$ cat config.mk
export PLATFORM = sky130hd
export DESIGN_NAME = entry_gate_ctrl
export DESIGN_NICKNAME = d
export VERILOG_FILES = /design/src/rtl/park_pkg.sv /design/src/rtl/level_debounce.sv /design/src/rtl/entry_gate_ctrl.sv
export SDC_FILE = /design/constraint.sdc
export NUM_CORES = 1
export LEC_CHECK = 0
export BUFFER_PORTS_ARGS = -buffer_cell sky130_fd_sc_hd__buf_2
export CAP_MARGIN = 0
export CORE_MARGIN = 4
export CORE_UTILIZATION = 50
export CTS_BUF_LIST = sky130_fd_sc_hd__clkbuf_16
export DETAILED_ROUTE_END_ITERATION = 8
export PLACE_DENSITY = 0.73
export SLEW_MARGIN = 5
export SYNTH_ARGS = -nofsm -noshare
export SYNTH_HDL_FRONTEND = slang
export SYNTH_SLANG_ARGS = --single-unit
$ cat constraint.sdc
create_clock -name clk -period 2.7 [get_ports clk]
set_input_delay 0 -clock clk [delete_from_list [all_inputs] [get_ports clk]]
set_output_delay 0 -clock clk [all_outputs]
set_load 0.05 [all_outputs]
$ cat src/rtl/park_pkg.sv
// park_pkg -- shared definitions for the parking entry gate slice.
//   gate_state_e      : entry gate FSM state encoding (IDLE / DEBOUNCE / OPEN)
//   DEF_CAPACITY      : default number of parking slots
//   DEF_DEBOUNCE_CYC  : default consecutive motion cycles needed to accept a car
//   DEF_OPEN_CYC      : default minimum open time of the barrier in cycles
package park_pkg;

   typedef enum logic [1:0] {
      IDLE     = 2'd0,
      DEBOUNCE = 2'd1,
      OPEN     = 2'd2
   } gate_state_e;

   localparam int unsigned DEF_CAPACITY     = 16;
   localparam int unsigned DEF_DEBOUNCE_CYC = 4;
   localparam int unsigned DEF_OPEN_CYC     = 50;

endpackage

$ cat src/rtl/level_debounce.sv
// level_debounce -- counts consecutive high cycles of a level input.
//   clk        : clock, rising edge
//   rst        : asynchronous active-high reset
//   level_in   : level being qualified
//   clear      : forces the count back to zero
//   stable_hit : high on the HIT_CYC-th consecutive high cycle of level_in
module level_debounce
   import park_pkg::*;
#(
   parameter int unsigned HIT_CYC = DEF_DEBOUNCE_CYC
) (
   input  logic clk,
   input  logic rst,
   input  logic level_in,
   input  logic clear,
   output logic stable_hit
);

   localparam int unsigned CW = $clog2(HIT_CYC + 1);

   logic [CW-1:0] cnt_q;
   logic [CW-1:0] cnt_d;

   always_comb begin
      cnt_d = cnt_q;
      if (clear || !level_in) begin
         cnt_d = '0;
      end else if (cnt_q != CW'(HIT_CYC)) begin
         cnt_d = cnt_q + 1'b1;
      end
   end

   // cnt_q holds the number of earlier high cycles, so the current high
   // cycle is the HIT_CYC-th one when cnt_q == HIT_CYC-1
   assign stable_hit = level_in && !clear && (cnt_q == CW'(HIT_CYC - 1));

   always_ff @(posedge clk or posedge rst) begin
      if (rst) begin
         cnt_q <= '0;
      end else begin
         cnt_q <= cnt_d;
      end
   end

endmodule

$ cat src/rtl/entry_gate_ctrl.sv
// entry_gate_ctrl -- parking lot entry barrier controller with occupancy count.
//   clk          : clock, rising edge
//   rst          : asynchronous active-high reset
//   motion_in    : registered car-present level from the entry sensor
//   exit_pulse   : one-cycle pulse per car leaving the lot
//   gate_open    : barrier open command (high exactly while in OPEN)
//   car_admitted : one-cycle pulse in the first OPEN cycle of each admission
//   full         : occupancy == CAPACITY
//   occupancy    : cars currently parked
//   stuck_alarm  : gate held open for 4*OPEN_CYC cycles
// Optional feature macro: GATE_STUCK_ALARM_EN (stuck-open alarm counter).
module entry_gate_ctrl
   import park_pkg::*;
#(
   parameter int unsigned CAPACITY     = DEF_CAPACITY,
   parameter int unsigned DEBOUNCE_CYC = DEF_DEBOUNCE_CYC,
   parameter int unsigned OPEN_CYC     = DEF_OPEN_CYC
) (
   input  logic                            clk,
   input  logic                            rst,
   input  logic                            motion_in,
   input  logic                            exit_pulse,
   output logic                            gate_open,
   output logic                            car_admitted,
   output logic                            full,
   output logic [$clog2(CAPACITY+1)-1:0]   occupancy,
   output logic                            stuck_alarm
);

   localparam int unsigned OW = $clog2(CAPACITY + 1);
   localparam int unsigned TW = $clog2(OPEN_CYC + 1);

   gate_state_e   state_q, state_d;
   logic [TW-1:0] timer_q, timer_d;
   logic [OW-1:0] occ_q,   occ_d;
   logic          gate_q,  gate_d;
   logic          admit_q, admit_d;
   logic          admit;
   logic          stable_hit;
   logic          deb_clear;

   assign full         = (occ_q == OW'(CAPACITY));
   assign occupancy    = occ_q;
   assign gate_open    = gate_q;
   assign car_admitted = admit_q;

   // motion while full never starts a debounce run
   assign deb_clear = (state_q == OPEN) || full;

   level_debounce #(
      .HIT_CYC (DEBOUNCE_CYC)
   ) u_debounce (
      .clk        (clk),
      .rst        (rst),
      .level_in   (motion_in),
      .clear      (deb_clear),
      .stable_hit (stable_hit)
   );

   always_comb begin
      state_d = state_q;
      timer_d = timer_q;
      admit   = 1'b0;
      case (state_q)
         IDLE: begin
            if (motion_in && !full) begin
               if (stable_hit) begin
                  state_d = OPEN;
                  admit   = 1'b1;
               end else begin
                  state_d = DEBOUNCE;
               end
            end
         end
         DEBOUNCE: begin
            if (!motion_in) begin
               state_d = IDLE;
            end else if (stable_hit) begin
               state_d = OPEN;
               admit   = 1'b1;
            end
         end
         OPEN: begin
            // timer counts remaining open cycles including the current one;
            // it expires in its last cycle, then saturates at 0 while motion holds
            if ((timer_q <= TW'(1)) && !motion_in) begin
               state_d = IDLE;
            end else if (timer_q != '0) begin
               timer_d = timer_q - 1'b1;
            end
         end
         default: state_d = IDLE;
      endcase
      if (admit) begin
         timer_d = TW'(OPEN_CYC);
      end

      occ_d = occ_q;
      if (admit && !exit_pulse && (occ_q != OW'(CAPACITY))) begin
         occ_d = occ_q + 1'b1;
      end else if (!admit && exit_pulse && (occ_q != '0)) begin
         occ_d = occ_q - 1'b1;
      end

      gate_d  = (state_d == OPEN);
      admit_d = admit;
   end

   always_ff @(posedge clk or posedge rst) begin
      if (rst) begin
         state_q <= IDLE;
         timer_q <= '0;
         occ_q   <= '0;
         gate_q  <= 1'b0;
         admit_q <= 1'b0;
      end else begin
         state_q <= state_d;
         timer_q <= timer_d;
         occ_q   <= occ_d;
         gate_q  <= gate_d;
         admit_q <= admit_d;
      end
   end

`ifdef GATE_STUCK_ALARM_EN
   localparam int unsigned ALARM_CYC = 4 * OPEN_CYC;
   localparam int unsigned AW        = $clog2(ALARM_CYC + 1);

   logic [AW-1:0] alarm_cnt_q, alarm_cnt_d;
   logic          stuck_q,     stuck_d;

   // alarm_cnt holds the 1-based index of the current OPEN cycle
   always_comb begin
      alarm_cnt_d = alarm_cnt_q;
      if (admit) begin
         alarm_cnt_d = AW'(1);
      end else if (state_d != OPEN) begin
         alarm_cnt_d = '0;
      end else if (alarm_cnt_q != AW'(ALARM_CYC)) begin
         alarm_cnt_d = alarm_cnt_q + 1'b1;
      end
      stuck_d = (state_d == OPEN) && (alarm_cnt_d == AW'(ALARM_CYC));
   end

   always_ff @(posedge clk or posedge rst) begin
      if (rst) begin
         alarm_cnt_q <= '0;
         stuck_q     <= 1'b0;
      end else begin
         alarm_cnt_q <= alarm_cnt_d;
         stuck_q     <= stuck_d;
      end
   end

   assign stuck_alarm = stuck_q;
`else
   assign stuck_alarm = 1'b0;
`endif

endmodule
==> results of run 1 <==
-- cells by family (layout without fill, tap and decap cells) --
| family | count (synthesis) | count (layout) | synth area share |
|---|---|---|---|
| AOI/OAI and AO/OA | 22 | 22 | 0.1299 |
| xor gates and xnor gates | 4 | 4 | 0.03306 |
| adders and majority gates | 9 | 9 | 0.1133 |
| buffers and inverters | 12 | 30 | 0.04605 |
| DFF | 18 | 18 | 0.4250 |
| muxes | 6 | 6 | 0.07202 |
| other | 1 | 1 | 0.003539 |
| and+or+nand+nor | 31 | 31 | 0.1771 |
-- worst reg2reg max path, cell delays in order (launching register included) --
cell	delay, ns
dfrtp_1	0.39
ha_1	0.17
ha_1	0.15
nand3b_1	0.10
a21o_2	0.21
inv_1	0.07
nand2b_1	0.13
ha_1	0.37
a21o_1	0.18
a21oi_4	0.08
or3_1	0.32
a221oi_1	0.24
-- cell type report --
type	count	area share
repair buffers	16	0.07451
clock buffers	3	0.05882
flip-flops and latches	18	0.3529
well taps	27	0.02647
inverters	11	0.03235
multi-input cells	73	0.4549
-- per-layer routing --
layer	global-route usage	part of all wire	up-vias
li1	-	-	405
met1	0.2096	0.45	399
met2	0.2823	0.51	6
met3	0.03324	0.027	2
met4	0.04979	0.0040	0
met5	0	0	-
-- state kept, by name (all words and copies together), names as in the netlist --
signal            count
state_q               2
occupancy             5
car_admitted          1
gate_open             1
timer_q               6
u_debounce.cnt_q      3
-- power breakdown --
| group | switching [W] | internal [W] |
|---|---|---|
| sequential | 0.000141 | 0.000388 |
| combinational | 0.000435 | 0.000289 |
| clock | 0.0000919 | 0.000194 |
| total | 0.000668 | 0.000872 |
-- through the flow --
step                        util  total power [W]  std cells  hold WS (ns)  worst slack, ns
after CTS                 0.6383         0.001527        148       0.03508          0.07072
final                     0.6439         0.001540        148       0.03862           0.1995
after global routing      0.6439         0.001663        148       0.07540         0.006859
after floorplan                -         0.001058        103      -0.06143          0.01632
after global placement    0.5953         0.001197        144        0.1342           0.2063
after detailed placement  0.5953         0.001233        144        0.1500          0.07408
-- how the worst min path moves through the flow --
stage                              to  slack (ns)  cells after the start
6_report         state_q[0]$_DFF_PP0_        0.04                      3
4_1_cts          state_q[0]$_DFF_PP0_        0.04                      3
3_3_place_gp   timer_q[5]$_DFFE_PP0P_        0.13                      2
5_1_grt          state_q[0]$_DFF_PP0_        0.08                      3
2_1_floorplan  car_admitted$_DFF_PP0_       -0.06                      1
3_5_place_dp   timer_q[5]$_DFFE_PP0P_        0.15                      2
-- synth_stat cells (3+ instances only) --
cell and count:
o21ai_0 5, ha_1 8, dfrtp_1 18, a21oi_1 7, nand2_1 4, mux2_2 3, nand3_1 3, inv_1 11
nor3_1 3, nand2b_1 3, or3_1 4, nor2_1 4
-- repair_timing --
action,in CTS,in global routing
hold endpoints to repair,18,0
resized for setup,0,2
endpoints found under the setup margin,0,1
hold buffers,1,0
setup buffers,0,0
==> flow_metrics.env, run 1 <==
export IMPL_die_width_um=54.04
export IMPL_cp_slowest_cell="dfrtp_1"
export IMPL_grt_pass1_wl_um=3484
export IMPL_status="finished clean"
export IMPL_hold_viol_final=0
export IMPL_r2r_end="occupancy[4]$_DFFE_PP0P_"
export IMPL_ant_nets=0
export IMPL_critPathRequiredTime_ns=2.84
export IMPL_initial_utilization=0.5347
export IMPL_finalSetupViolCount=0
export IMPL_wl_per_cell_um=13.55
export IMPL_path_cells="ha_1 > ha_1 > nand3b_1 > a21o_2 > inv_1 > nand2b_1 > ha_1 > a21o_1 > a21oi_4 > or3_1 > a221oi_1"
export IMPL_synth_edff_count=0
export IMPL_fp_coreArea_um2=1982
export IMPL_viasPerCell=5.486
export IMPL_yosys_top_cells_area="dfrtp_1 (43%), ha_1 (9.4%), inv_1 (3.9%)"
export IMPL_syn_area_um2=1060
export IMPL_die_h_um=54.04
export IMPL_ys_ff_latch=18
export IMPL_placed_area_um2=1180
export IMPL_n_fill_cell=162
export IMPL_dieArea_um2=2920
export IMPL_max_slew_worst_pin_slew_ns=0.7101
export IMPL_cts_path_max_buffers=2
export IMPL_slew_violations=0
export IMPL_yosysTopAreaCell="dfrtp_1"
export IMPL_grt_pass1_vias=769
export IMPL_r2r_start="u_debounce.cnt_q[0]$_DFFE_PP0P_"
export IMPL_layout_commonest_cell="dfrtp_1"
export IMPL_r2r_setup_slack_ns=0.20
export IMPL_peakVddDrop_v=0.0007445
export IMPL_crit_buf_inv=1
export IMPL_reg2reg_depth=11
export IMPL_worstSetupEndpointType="register"
export IMPL_insertion_delay_ns=0.24
export IMPL_worstSetupPathDepth=11
export IMPL_p_per_area_nw_per_um2=1207
export IMPL_drv_cap=0
export IMPL_path_max_fanout=4
export IMPL_synthFlopType="dfrtp_1"
export IMPL_crit_end="occupancy[4]$_DFFE_PP0P_"
export IMPL_async_reset_ff_frac=1.000
export IMPL_drc=0
export IMPL_gr_total_overflow=0
export IMPL_multi_input_area_um2=580.6
export IMPL_netlist_instances=103
export IMPL_stdcell_area_um2=1276
export IMPL_leakage_nw=0.5909
export IMPL_cts_sinks=18
export IMPL_io_pins=13
export IMPL_dr_pass1_iters=4
export IMPL_tns_ns=0
export IMPL_gp_congestion=0.7529
export IMPL_crit_family="compound AO/OA/AOI/OAI gates"
export IMPL_wl_um=2006
export IMPL_mostFrequentLayoutCells="dfrtp_1 (18), inv_1 (11), buf_2 (11)"
export IMPL_drt_initial_drc_count=18
export IMPL_rows=16
export IMPL_clock_fmax_mhz=399.9
export IMPL_rsz0062_at_grt="false"
export IMPL_diodes=0
export IMPL_fin_crit_sh=0.9261
export IMPL_crit_arrival_ns=2.64
export IMPL_cts_buffers=3
export IMPL_maxSlewHeadroom=0.5261
export IMPL_cts_tree="yes"
export IMPL_syn_to_final_growth_pct=20.42
export IMPL_fin_crit_ns=2.500
export IMPL_clkTransAtPathRegs_ns=0.05
export IMPL_syn_avg_cell_area_um2=10.29
export IMPL_cpPeakStageDelay_ns=0.39
export IMPL_ys_seq_area_frac=0.4250
export IMPL_ctsRootBufferMaster="clkbuf_16"
export IMPL_drive_above_1_share=0.2314
export IMPL_synth_net_count=116
export IMPL_seqCellArea_um2=450.4
export IMPL_grt_max_degree=19
export IMPL_crit_type="reg -> reg"
export IMPL_crit_start="u_debounce.cnt_q[0]$_DFFE_PP0P_"
export IMPL_hpwl_um=1534
export IMPL_antenna_found_initial=0
export IMPL_place_port_buffers=11
export IMPL_num_vias=812
export IMPL_hp_class="in -> reg"
export IMPL_ys_types=36
export IMPL_clock_skew_ns=0.002542
export IMPL_yosysTopAreaCellShare=0.4250
export IMPL_holdCritStartpoint="motion_in"
export IMPL_cp_start_kind="register"
export IMPL_grt_use_total=0.1655
export IMPL_yosysWarnings=0
export IMPL_nets=136
export IMPL_htreeDepth=1
export IMPL_cpMostUsedCell="ha_1"
Power figures use the tool's default switching activity.
==> run 2: changes to the inputs <==
--- a/config.mk
+++ b/config.mk
@@ -11,7 +11,7 @@
 export CORE_UTILIZATION = 50
 export CTS_BUF_LIST = sky130_fd_sc_hd__clkbuf_16
 export DETAILED_ROUTE_END_ITERATION = 8
-export PLACE_DENSITY = 0.73
+export PLACE_DENSITY = 0.7
 export SLEW_MARGIN = 5
 export SYNTH_ARGS = -nofsm -noshare
 export SYNTH_HDL_FRONTEND = slang
==> constraint.sdc (replaced) <==
create_clock -name clk -period 2.35 [get_ports clk]
set_input_delay 0 -clock clk [delete_from_list [all_inputs] [get_ports clk]]
set_output_delay 0 -clock clk [all_outputs]
set_load 0.05 [all_outputs]
==> flow_metrics.env, run 2 (synthesis gave the netlist of run 1 again) <==
export IMPL_r2r_end="occupancy[4]$_DFFE_PP0P_"
export IMPL_max_slew_worst_pin_slew_ns=0.6749
export IMPL_crit_buf_inv=1
export IMPL_num_vias=841
export IMPL_r2r_setup_slack_ns=-0.006
export IMPL_gp_congestion=0.8837
export IMPL_stdcell_area_um2=1328
export IMPL_hold_end="state_q[0]$_DFF_PP0_"
export IMPL_peakVddDrop_v=0.0009534
export IMPL_critPathRequiredTime_ns=2.50
export IMPL_diodes=0
export IMPL_crit_arrival_ns=2.50
export IMPL_slew_violations=0
export IMPL_fin_crit_sh=1.002
export IMPL_cts_sinks=18
export IMPL_dr_pass1_iters=4
export IMPL_status="finished with violations"
export IMPL_cts_buffers=3
export IMPL_placed_area_um2=1215
export IMPL_initial_utilization=0.5347
export IMPL_insertion_delay_ns=0.25
export IMPL_leakage_nw=0.5983
export IMPL_violations="negative setup slack"
export IMPL_grt_use_total=0.1838
export IMPL_drc=0
export IMPL_htreeDepth=1
export IMPL_fp_coreArea_um2=1982
export IMPL_clock_skew_ns=0.001169
export IMPL_ctsRootBufferMaster="clkbuf_16"
export IMPL_cpPeakStageDelay_ns=0.37
export IMPL_crit_family="compound AO/OA/AOI/OAI gates"
export IMPL_cts_path_max_buffers=2
export IMPL_die_h_um=54.04
export IMPL_finalSetupViolCount=1
export IMPL_worstSetupEndpointType="register"
export IMPL_grt_pass1_vias=793
export IMPL_largest_reg_flops=6
export IMPL_hold_viol_final=0
export IMPL_mostFrequentLayoutCells="dfrtp_1 (14), buf_2 (11), inv_1 (10)"
export IMPL_cts_tree="yes"
export IMPL_tns_ns=-0.005725
export IMPL_holdCritStartpoint="motion_in"
export IMPL_r2r_start="u_debounce.cnt_q[1]$_DFFE_PP0P_"
export IMPL_viasPerCell=5.607
export IMPL_drive_above_1_share=0.3089
export IMPL_drt_initial_drc_count=14
export IMPL_clock_fmax_mhz=424.5
export IMPL_io_pins=13
export IMPL_dieArea_um2=2920
export IMPL_ant_nets=0
export IMPL_clkTransAtPathRegs_ns=0.05
export IMPL_drv_cap=0
export IMPL_placed_cells=145
export IMPL_maxSlewHeadroom=0.5496
export IMPL_wl_um=2256
export IMPL_cp_start_kind="register"
export IMPL_die_width_um=54.04
export IMPL_grt_pass1_wl_um=3698
export IMPL_path_max_fanout=4
export IMPL_gr_total_overflow=0
export IMPL_post_place_ws_ns=-0.0004667
export IMPL_min_path_cells=3
export IMPL_layout_commonest_cell="dfrtp_1"
export IMPL_hold_ws_ns=0.05250
export IMPL_grt_max_degree=19
export IMPL_fin_crit_ns=2.356
export IMPL_hp_class="in -> reg"
export IMPL_p_per_area_nw_per_um2=1403
export IMPL_largest_register="timer_q"
export IMPL_syn_to_final_growth_pct=25.27
export IMPL_reg2reg_depth=11
export IMPL_cpMostUsedCell="ha_1"
export IMPL_crit_type="reg -> reg"
export IMPL_wl_per_cell_um=15.04
export IMPL_antenna_found_initial=0
export IMPL_rows=16
export IMPL_final_cells=150
export IMPL_cp_slowest_cell="dfrtp_1"
export IMPL_nets=137
export IMPL_hpwl_um=1622
export IMPL_final_setup_worst_slack_ns=-0.005725
export IMPL_place_port_buffers=11
export IMPL_rsz0062_at_grt="true"
export IMPL_path_cells="ha_1 > ha_1 > nand3b_1 > a21o_4 > inv_4 > nand2b_4 > ha_4 > a21o_1 > a21oi_4 > or3_1 > a221oi_1"
run 2: layer usage:
layer	share of wire	track usage	vias up
li1	-	-	408
met1	0.45	0.2414	405
met2	0.48	0.2843	22
met3	0.037	0.03324	6
met4	0.029	0.09959	0
met5	0	0	-
run 2: per-stage QoR:
stage	util	total power, W
CTS	0.6641	0.001836
global placement	0.6130	0.001414
finish	0.6698	0.001863
global route	0.6698	0.001997
floorplan	-	0.001244
detailed placement	0.6130	0.001458
run 2: what timing repair did:
item                                    in CTS  in global routing
hold buffers                                 1                  0
pin swaps                                    2                  1
gates cloned                                 0                  0
resized for setup                            1                  2
buffers inserted                             0                  0
endpoints found under the setup margin       1                  2
endpoints found under the hold margin       18                  0
run 2: final cells by class:
type,instances,area [µm²]
Clock inverter,1,3.754
Clock buffer,3,75.07
Tap cell,27,33.78
Multi-Input combinational cell,73,613.1
Sequential cell,18,455.4
Inverter,11,43.79
Timing Repair Buffer,17,102.6
Fill cell,155,654.4
run 2: tightest hold or removal path: stages:
cell,delay [ns]
buf_2,0.13
inv_1,0.06
a2111oi_0,0.07
run 2: how the worst max path moves through the flow:
| stage | from | endpoint | slack, ns | cells after the start |
|---|---|---|---|---|
| 3_3_place_gp | u_debounce.cnt_q[0]$_DFFE_PP0P_ | occupancy[4]$_DFFE_PP0P_ | 0.10 | 11 |
| 6_report | u_debounce.cnt_q[1]$_DFFE_PP0P_ | occupancy[4]$_DFFE_PP0P_ | -0.006 | 11 |
| 5_1_grt | u_debounce.cnt_q[1]$_DFFE_PP0P_ | occupancy[4]$_DFFE_PP0P_ | -0.10 | 11 |
| 4_1_cts | u_debounce.cnt_q[0]$_DFFE_PP0P_ | occupancy[4]$_DFFE_PP0P_ | -0.02 | 11 |
| 3_5_place_dp | u_debounce.cnt_q[1]$_DFFE_PP0P_ | occupancy[4]$_DFFE_PP0P_ | -0.0005 | 11 |
| 2_1_floorplan | u_debounce.cnt_q[0]$_DFFE_PP0P_ | occupancy[4]$_DFFE_PP0P_ | 0.01 | 11 |
run 2: where the power goes:
group | total, W | switching (W) | internal (W)
logic | 0.000893 | 0.000526 | 0.000367
clock network | 0.000341 | 0.000115 | 0.000226
registers | 0.000628 | 0.000175 | 0.000453
total | 0.00186 | 0.000816 | 0.00105
